--- src/rtl/fpu_issue_sched.sv ---
// rtl/fpu_issue_sched.sv - FP issue scheduler steering ops to pipe/div units over a writeback reservation timeline.
// Optional FPU_SCHED_PERF_EN adds saturating perf counters (issued/conflict/stall).
module fpu_issue_sched #(
  parameter int PIPE_LAT = 4,
  parameter int DIV_LAT  = 12
) (
  input  logic        clk,
  input  logic        rst,
  input  logic        flush,
  input  logic        req_valid,
  input  logic        req_long,
  input  logic [15:0] req_opid,
  output logic        req_ready,
  output logic        pipe_issue,
  output logic        div_issue,
  output logic        adv,
  input  logic        claim,
  output logic        wb_valid,
  output logic        wb_sel,
  output logic [15:0] wb_opid,
  output logic        div_busy
`ifdef FPU_SCHED_PERF_EN
  ,
  output logic [31:0] perf_issued,
  output logic [31:0] perf_conflict,
  output logic [31:0] perf_stall
`endif
);

  localparam int CNT_W = $clog2(DIV_LAT + 1);

  logic [DIV_LAT-1:0] resv, resv_nxt;
  logic [DIV_LAT-1:0] slot_sel, slot_sel_nxt;
  logic [15:0]        slot_opid     [DIV_LAT];
  logic [15:0]        slot_opid_nxt [DIV_LAT];
  logic [CNT_W-1:0]   div_cnt, div_cnt_nxt;
  logic               pipe_slot_busy;

  // A short op lands in slot PIPE_LAT-1 after the shift, i.e. today's slot PIPE_LAT.
  generate
    if (PIPE_LAT < DIV_LAT) begin : g_pipe_slot
      assign pipe_slot_busy = resv[PIPE_LAT];
    end else begin : g_no_pipe_slot
      assign pipe_slot_busy = 1'b0;
    end
  endgenerate

  assign adv        = ~resv[0] | claim;
  assign pipe_issue = req_valid & ~req_long & adv & ~flush & ~pipe_slot_busy;
  assign div_issue  = req_valid & req_long & adv & ~flush & (div_cnt == '0);
  assign req_ready  = pipe_issue | div_issue;
  assign div_busy   = (div_cnt != '0);
  assign wb_valid   = resv[0];
  assign wb_sel     = resv[0] & slot_sel[0];
  assign wb_opid    = resv[0] ? slot_opid[0] : 16'h0000;

  always_comb begin
    resv_nxt      = resv;
    slot_sel_nxt  = slot_sel;
    slot_opid_nxt = slot_opid;
    div_cnt_nxt   = div_cnt;
    if (adv) begin
      resv_nxt     = {1'b0, resv[DIV_LAT-1:1]};
      slot_sel_nxt = {1'b0, slot_sel[DIV_LAT-1:1]};
      for (int k = 0; k < DIV_LAT - 1; k++) begin
        slot_opid_nxt[k] = slot_opid[k+1];
      end
      slot_opid_nxt[DIV_LAT-1] = 16'h0000;
      if (div_cnt != '0) begin
        div_cnt_nxt = div_cnt - CNT_W'(1);
      end
    end
    if (pipe_issue) begin
      resv_nxt[PIPE_LAT-1]      = 1'b1;
      slot_sel_nxt[PIPE_LAT-1]  = 1'b0;
      slot_opid_nxt[PIPE_LAT-1] = req_opid;
    end
    if (div_issue) begin
      resv_nxt[DIV_LAT-1]      = 1'b1;
      slot_sel_nxt[DIV_LAT-1]  = 1'b1;
      slot_opid_nxt[DIV_LAT-1] = req_opid;
      div_cnt_nxt              = CNT_W'(DIV_LAT);
    end
  end

  // Flush clears regardless of adv, so a stalled response cannot block it.
  always_ff @(posedge clk or posedge rst) begin
    if (rst) begin
      resv     <= '0;
      slot_sel <= '0;
      div_cnt  <= '0;
      for (int k = 0; k < DIV_LAT; k++) begin
        slot_opid[k] <= 16'h0000;
      end
    end else if (flush) begin
      resv     <= '0;
      slot_sel <= '0;
      div_cnt  <= '0;
      for (int k = 0; k < DIV_LAT; k++) begin
        slot_opid[k] <= 16'h0000;
      end
    end else begin
      resv      <= resv_nxt;
      slot_sel  <= slot_sel_nxt;
      div_cnt   <= div_cnt_nxt;
      slot_opid <= slot_opid_nxt;
    end
  end

`ifdef FPU_SCHED_PERF_EN
  // Counters survive flush so a run can be profiled across pipeline restarts.
  always_ff @(posedge clk or posedge rst) begin
    if (rst) begin
      perf_issued   <= '0;
      perf_conflict <= '0;
      perf_stall    <= '0;
    end else begin
      if (req_ready && (perf_issued != 32'hFFFF_FFFF)) begin
        perf_issued <= perf_issued + 32'd1;
      end
      if (req_valid && adv && !req_ready && (perf_conflict != 32'hFFFF_FFFF)) begin
        perf_conflict <= perf_conflict + 32'd1;
      end
      if (!adv && (perf_stall != 32'hFFFF_FFFF)) begin
        perf_stall <= perf_stall + 32'd1;
      end
    end
  end
`endif

endmodule

--- config.mk ---
export PLATFORM = sky130hd
export DESIGN_NAME = fpu_issue_sched
export DESIGN_NICKNAME = d
export VERILOG_FILES = /design/src/rtl/fpu_issue_sched.sv
export SDC_FILE = /design/constraint.sdc
export NUM_CORES = 1
export LEC_CHECK = 0
export ABC_AREA = 1
export BUFFER_PORTS_ARGS = -buffer_cell sky130_fd_sc_hd__clkbuf_2
export CAP_MARGIN = 10
export CORE_UTILIZATION = 55
export CTS_CLUSTER_SIZE = 14
export DETAILED_ROUTE_END_ITERATION = 8
export PLACE_DENSITY = 0.76
export RECOVER_POWER = 50
export SETUP_SLACK_MARGIN = 0.2
export SYNTH_ARGS = -nofsm -noshare
export SYNTH_HDL_FRONTEND = slang
export SYNTH_SLANG_ARGS = --single-unit
export TNS_END_PERCENT = 50
--- constraint.sdc ---
create_clock -name clk -period 7 [get_ports clk]
set_input_delay 1.4 -clock clk [delete_from_list [all_inputs] [get_ports clk]]
set_output_delay 1.4 -clock clk [all_outputs]
set_load 0.01 [all_outputs]
==> flow_summary.yaml, run 1 <==
run_status:
  status: "complete, but fails checks"
  violations: "capacitance limit, slew limit"
sta:
  rsz0062_at_grt: "false"
  clock.fmax_mhz: 196
  fin_skew_ns: 0.00740
  worst-slew-pin-transition_ns: 3.28
  setup_viol: 0
  hold_viol_final: 0
  slew_viol_final: 190
  min_period_over_period_pct: 72.7
  min_period_ns: 5.09
  finalSetupTns_ns: 0
  slew_headroom_pct: -118
finish:
  final_area_um2: 9760
  drive_gt1_share_pct: 9.60
  diodes: 0
  area_growth_pct: 10.8
  layout.nets: 1019
pwr:
  p_int_mw: 1.99
  p_seq_share_pct: 48.8
  power_density_nw_per_um2: 266
  max-vdd-ir-drop_v: 0.000189
  pwr-share-clk_pct: 44.9
  comb_power_share_pct: 6.3
  netSwitchingPower_mw: 0.610
  switching_share_pct: 23.5
  p_leak_nw: 5.19
clock_tree:
  root_buffer: "clkbuf_16"
  path_clk_slew_ns: 0.06
  numCtsBuffers: 23
  worst_skew_pair.late_latency_ns: 0.49
  h-tree-depth: 1
  cts-hold-fix-buffers: 0
  cts_tree: "done"
  ctsResizeCount: 0
  post-cts-setup-buffers: 0
  clock_path_buffers: 3
  cts_sinks: 212
critical_path:
  cp.arrival_ns: 3.69
  start_kind: "primary input"
  slowest_delay_ns: 1.71
  endpoint_kind: "primary output"
  cp_max_fo: 71
  path_class: "primary input to primary output"
  path_cells: "clkbuf_1 > inv_1 > nand2_1 > clkbuf_2"
  crit_required_ns: 5.60
  cp_slowest_cell: "nand2_1"
floorplan:
  core_area_um2: 15400
  ios: 45
  initial_core_util_pct: 57.1
  floorplan.die.height_um: 129
  row_count: 45
  die_w_um: 129
  fp.dieArea_um2: 16500
job:
  drv_cap: 3
grt:
  antenna_found_initial: 0
  grt_pass1_wl_um: 30900
  grt_usage_pct: 23.5
  grt_pass1_vias: 6169
  grt_overflow: 0
  grt_max_degree: 85
placed_design:
  numPortBuffers: 44
  routabilityCongestion: 0.822
  placed_area_um2: 9040
  hpwl_um: 10300
min_path:
  hold_class: "register to register"
routing:
  drt_iter0_markers: 737
  drtAntennaViolNets: 0
  vias: 6611
  drc: 0
  wirelength_um: 18400
  via_per_inst: 5.41
  drt-pass1-iter-count: 6
  wl_per_cell_um: 15.1
logic_synthesis:
  syn_avg_cell_area_um2: 8.95
  yosys_warnings: 0
  synth_top_area_share_pct: 60.2
  synth_seq_area_share_pct: 60.2
  synthTopCellsByArea: "dfrtp_1, nand2_1, nand3_1"
  synth_cells: 984
  synth_nets: 1008
  synth_area_leader_cell: "dfrtp_1"
  syn_area_um2: 8810
  ys_ff_latch: 212
  yosysUniqueCellTypes: 28
[placed cells by master (no fill, tap or decap), types with 2 or more instances in the layout]
master / synthesis / layout
nand3_1: 175 / 175
clkbuf_2: 1 / 43
o21ai_0: 69 / 69
clkbuf_1: 41 / 6
nor2_1: 3 / 3
nand4_1: 3 / 3
clkinv_2: 1 / 3
clkinvlp_4: 0 / 2
dfrtp_1: 212 / 212
clkbuf_8: 0 / 8
ha_1: 2 / 2
buf_4: 2 / 6
clkbuf_16: 0 / 23
inv_1: 100 / 99
o31ai_1: 34 / 34
inv_4: 1 / 2
o22ai_1: 2 / 2
nand2_1: 304 / 305
[registers in the layout, indices dropped and copies added, names as in the netlist]
signal	flops
slot_sel	4
resv	12
slot_opid	192
div_cnt	4
[path summary, 6_finish.rpt]
path / slack (ns) / cells past startpoint / startpoint / end
min in group asynchronous: 0.95 / 2 / rst / slot_opid[167]
min reg2reg: 0.47 / 2 / slot_opid[68] / slot_opid[68]
max: 1.91 / 4 / claim / adv
max reg2reg: 3.18 / 4 / resv[0] / slot_opid[172]
max in group asynchronous: 2.56 / 3 / rst / slot_opid[68]
min: 0.47 / 2 / slot_opid[68] / slot_opid[68]
[synthesized netlist by cell type, drive strengths merged]
library cell and instances:
clkbuf 42, o21ai 69, o22ai 2, clkinv 2
o31ai 34, buf 25, xnor2 1, nor3 1
nand4 3, nor2 5, inv 102, a21oi 1
dfrtp 212, ha 2, nand2 307, nand3 176
[power groups by stage]
stage | sequential (mW) | clock, mW | combinational [mW]
CTS | 1.27 | 1.18 | 0.165
detailed placement | 1.29 | 0 | 0.161
floorplan | 1.28 | 0 | 0.119
global route | 1.27 | 1.23 | 0.185
finish | 1.27 | 1.17 | 0.163
global placement | 1.29 | 0 | 0.159
[worst max-delay path, delay by kind of cell]
family | cells | cell delay, ns
AND/OR/NAND/NOR | 1 | 1.71
buffers and inverters | 3 | 0.58
[cell families after synthesis]
group / share of synthesized area, %
compound gates: 7.02
fa+ha+maj: 0.284
xor+xnor: 0.0994
flops: 60.2
buf+inv: 8.38
simple gates: 24.0
[area by class of cell]
| type | instances | area [um2] |
|---|---|---|
| clock buffers | 34 | 697 |
| clock inverters | 6 | 41.3 |
| fillers | 1297 | 5670 |
| inverters | 104 | 397 |
| multi-input cells | 601 | 2760 |
| flip-flops and latches | 212 | 5310 |
| well taps | 211 | 264 |
| repair buffers | 53 | 292 |
[routing by layer]
layer / vias to the layer above / GRT usage (%) / wire [um]
li1: 3167 / - / -
met1: 3242 / 35.5 / 8650
met2: 175 / 35.6 / 8290
met3: 27 / 4.16 / 1080
met4: 0 / 5.74 / 391
met5: - / 0 / 0
[stage by stage]
| step | std cells | utilization (%) | hold WS, ns | power [mW] | setup slack (ns) |
|---|---|---|---|---|---|
| 4_1_cts | 1221 | 63.4 | 0.474 | 2.61 | 2.52 |
| 3_5_place_dp | 1181 | 58.6 | 0.459 | 1.45 | 2.53 |
| 2_1_floorplan | 984 | - | 0.443 | 1.40 | 2.84 |
| 6_report | 1221 | 63.3 | 0.470 | 2.60 | 1.91 |
| 3_3_place_gp | 1181 | 58.6 | 0.454 | 1.45 | 2.61 |
| 5_1_grt | 1221 | 63.3 | 0.489 | 2.69 | 1.65 |
(Power assumes the default switching activity.)
==> inputs of run 2 (changes only) <==
CORE_UTILIZATION = 60   (was 55)
PLACE_DENSITY = 0.78   (was 0.76)
clock period = 4.83 ns   (was 7 ns; I/O delays follow)
==> flow_summary.yaml, run 2 (same netlist as run 1, synthesis figures left out) <==
clock_tree:
  ctsResizeCount: 0
  cts_sinks: 212
  clock_path_buffers: 3
  numCtsBuffers: 22
  root_buffer: "clkbuf_16"
  path_clk_slew_ns: 0.06
  cts-hold-fix-buffers: 0
  post-cts-setup-buffers: 0
  h-tree-depth: 1
  cts_tree: "done"
  worst_skew_pair.late_latency_ns: 0.50
finish:
  largest_reg_flops: 192
  area_growth_pct: 10.4
  diodes: 0
  drive_gt1_share_pct: 9.22
  final_common_cell: "nand2_1"
  final_cell_mix: "nand2_1, dfrtp_1, nand3_1"
  layout.nets: 1024
  top_regs: "slot_opid x192, resv x12"
  top_register: "slot_opid"
sta:
  min_period_over_period_pct: 75.4
  fin_skew_ns: 0.0119
  setup_viol: 0
  slew_headroom_pct: -47.3
  min_period_ns: 3.64
  finalSetupTns_ns: 0
  hold_viol_final: 0
  rsz0062_at_grt: "false"
  worst-slew-pin-transition_ns: 2.21
  clock.fmax_mhz: 275
  slew_viol_final: 152
min_path:
  hold_class: "register to register"
  hold_path_depth: 2
routing:
  drc: 0
  wirelength_um: 18900
  vias: 6693
  drt-pass1-iter-count: 5
  wl_per_cell_um: 15.9
  drtAntennaViolNets: 0
  via_per_inst: 5.63
  drt_iter0_markers: 678
grt:
  grt_pass1_vias: 6381
  antenna_found_initial: 0
  grt_max_degree: 102
  grt_pass1_wl_um: 32000
  grt_usage_pct: 26.9
  grt_overflow: 0
floorplan:
  row_count: 43
  floorplan.die.height_um: 123
  initial_core_util_pct: 62.5
  core_area_um2: 14100
  die_w_um: 123
  fp.dieArea_um2: 15200
  ios: 45
pwr:
  power_density_nw_per_um2: 379
  max-vdd-ir-drop_v: 0.000296
  power_mw: 3.68
  p_leak_nw: 5.20
job:
  drv_cap: 3
critical_path:
  endpoint_kind: "register"
  r2r_start: "resv[0]"
  cp-startpoint: "claim"
  crit_required_ns: 5.20
  r2r_slack_ns: 1.28
  cp_max_fo: 65
  path_class: "primary input to register"
  start_kind: "primary input"
  cp.arrival_ns: 4.01
  r2r_end: "slot_opid[190]"
  reg2regPathDepth: 8
  crit_end: "slot_opid[190]"
run_status:
  violations: "capacitance limit, slew limit"
  status: "complete, but fails checks"
placed_design:
  routabilityCongestion: 0.798
  numPortBuffers: 44
  hpwl_um: 10800
==> run 2: cell types whose count changed in the layout (fill, tap and decap cells not counted), moves of 2 or more <==
cell / before / now
buf_12: 1 / 3
clkinvlp_4: 2 / 0
clkbuf_8: 8 / 3
clkinv_2: 3 / 0
clkbuf_1: 6 / 9
buf_4: 6 / 10
==> run 2: layout make-up <==
class                   instances  area (um2)
inverters                     104         397
clock buffers                  32         639
repair buffers                 59         362
multi-input cells             601        2760
flip-flops and latches        212        5310
fillers                      1143        4370
clock inverters                 1        30.0
well taps                     180         225
==> run 2: worst min-delay path by stage <==
stage / start / to
finish: slot_opid[57] / slot_opid[57]
global route: slot_sel[2] / slot_sel[2]
CTS: slot_opid[83] / slot_opid[83]
detailed placement: slot_opid[47] / slot_opid[47]
global placement: slot_opid[94] / slot_opid[94]
floorplan: slot_opid[111] / slot_opid[111]
==> run 2: critical path, stage by stage <==
cell and delay, ns:
clkbuf_1 0.08, nor2_1 0.15, clkbuf_1 1.60, nand2_4 0.07, inv_4 0.62, buf_4 0.31, nand2_1 0.09, o31ai_1 0.08
==> run 2: per-layer routing <==
layer	track usage, %	vias up	wire (um)	share of wire, %
li1	-	3173	-	-
met1	40.7	3284	8650	46
met2	40.5	208	8760	46
met3	3.97	28	1160	6.1
met4	7.83	0	353	1.9
met5	0	-	0	0
==> run 2: power breakdown <==
group | internal, mW | switching, mW
Combinational | 0.0695 | 0.172
Clock | 0.958 | 0.646
Sequential | 1.81 | 0.0209
==> run 2: per-stage QoR <==
step | hold WS (ns) | setup slack, ns | std cells | cell area, um2 | util (%)
floorplan | 0.443 | 1.11 | 984 | 8810 | -
global placement | 0.454 | 1.88 | 1156 | 9080 | 64.4
detailed placement | 0.459 | 1.88 | 1156 | 9080 | 64.4
CTS | 0.474 | 1.83 | 1189 | 9750 | 69.2
global route | 0.485 | 0.883 | 1189 | 9720 | 69.0
finish | 0.469 | 1.19 | 1189 | 9720 | 69.0
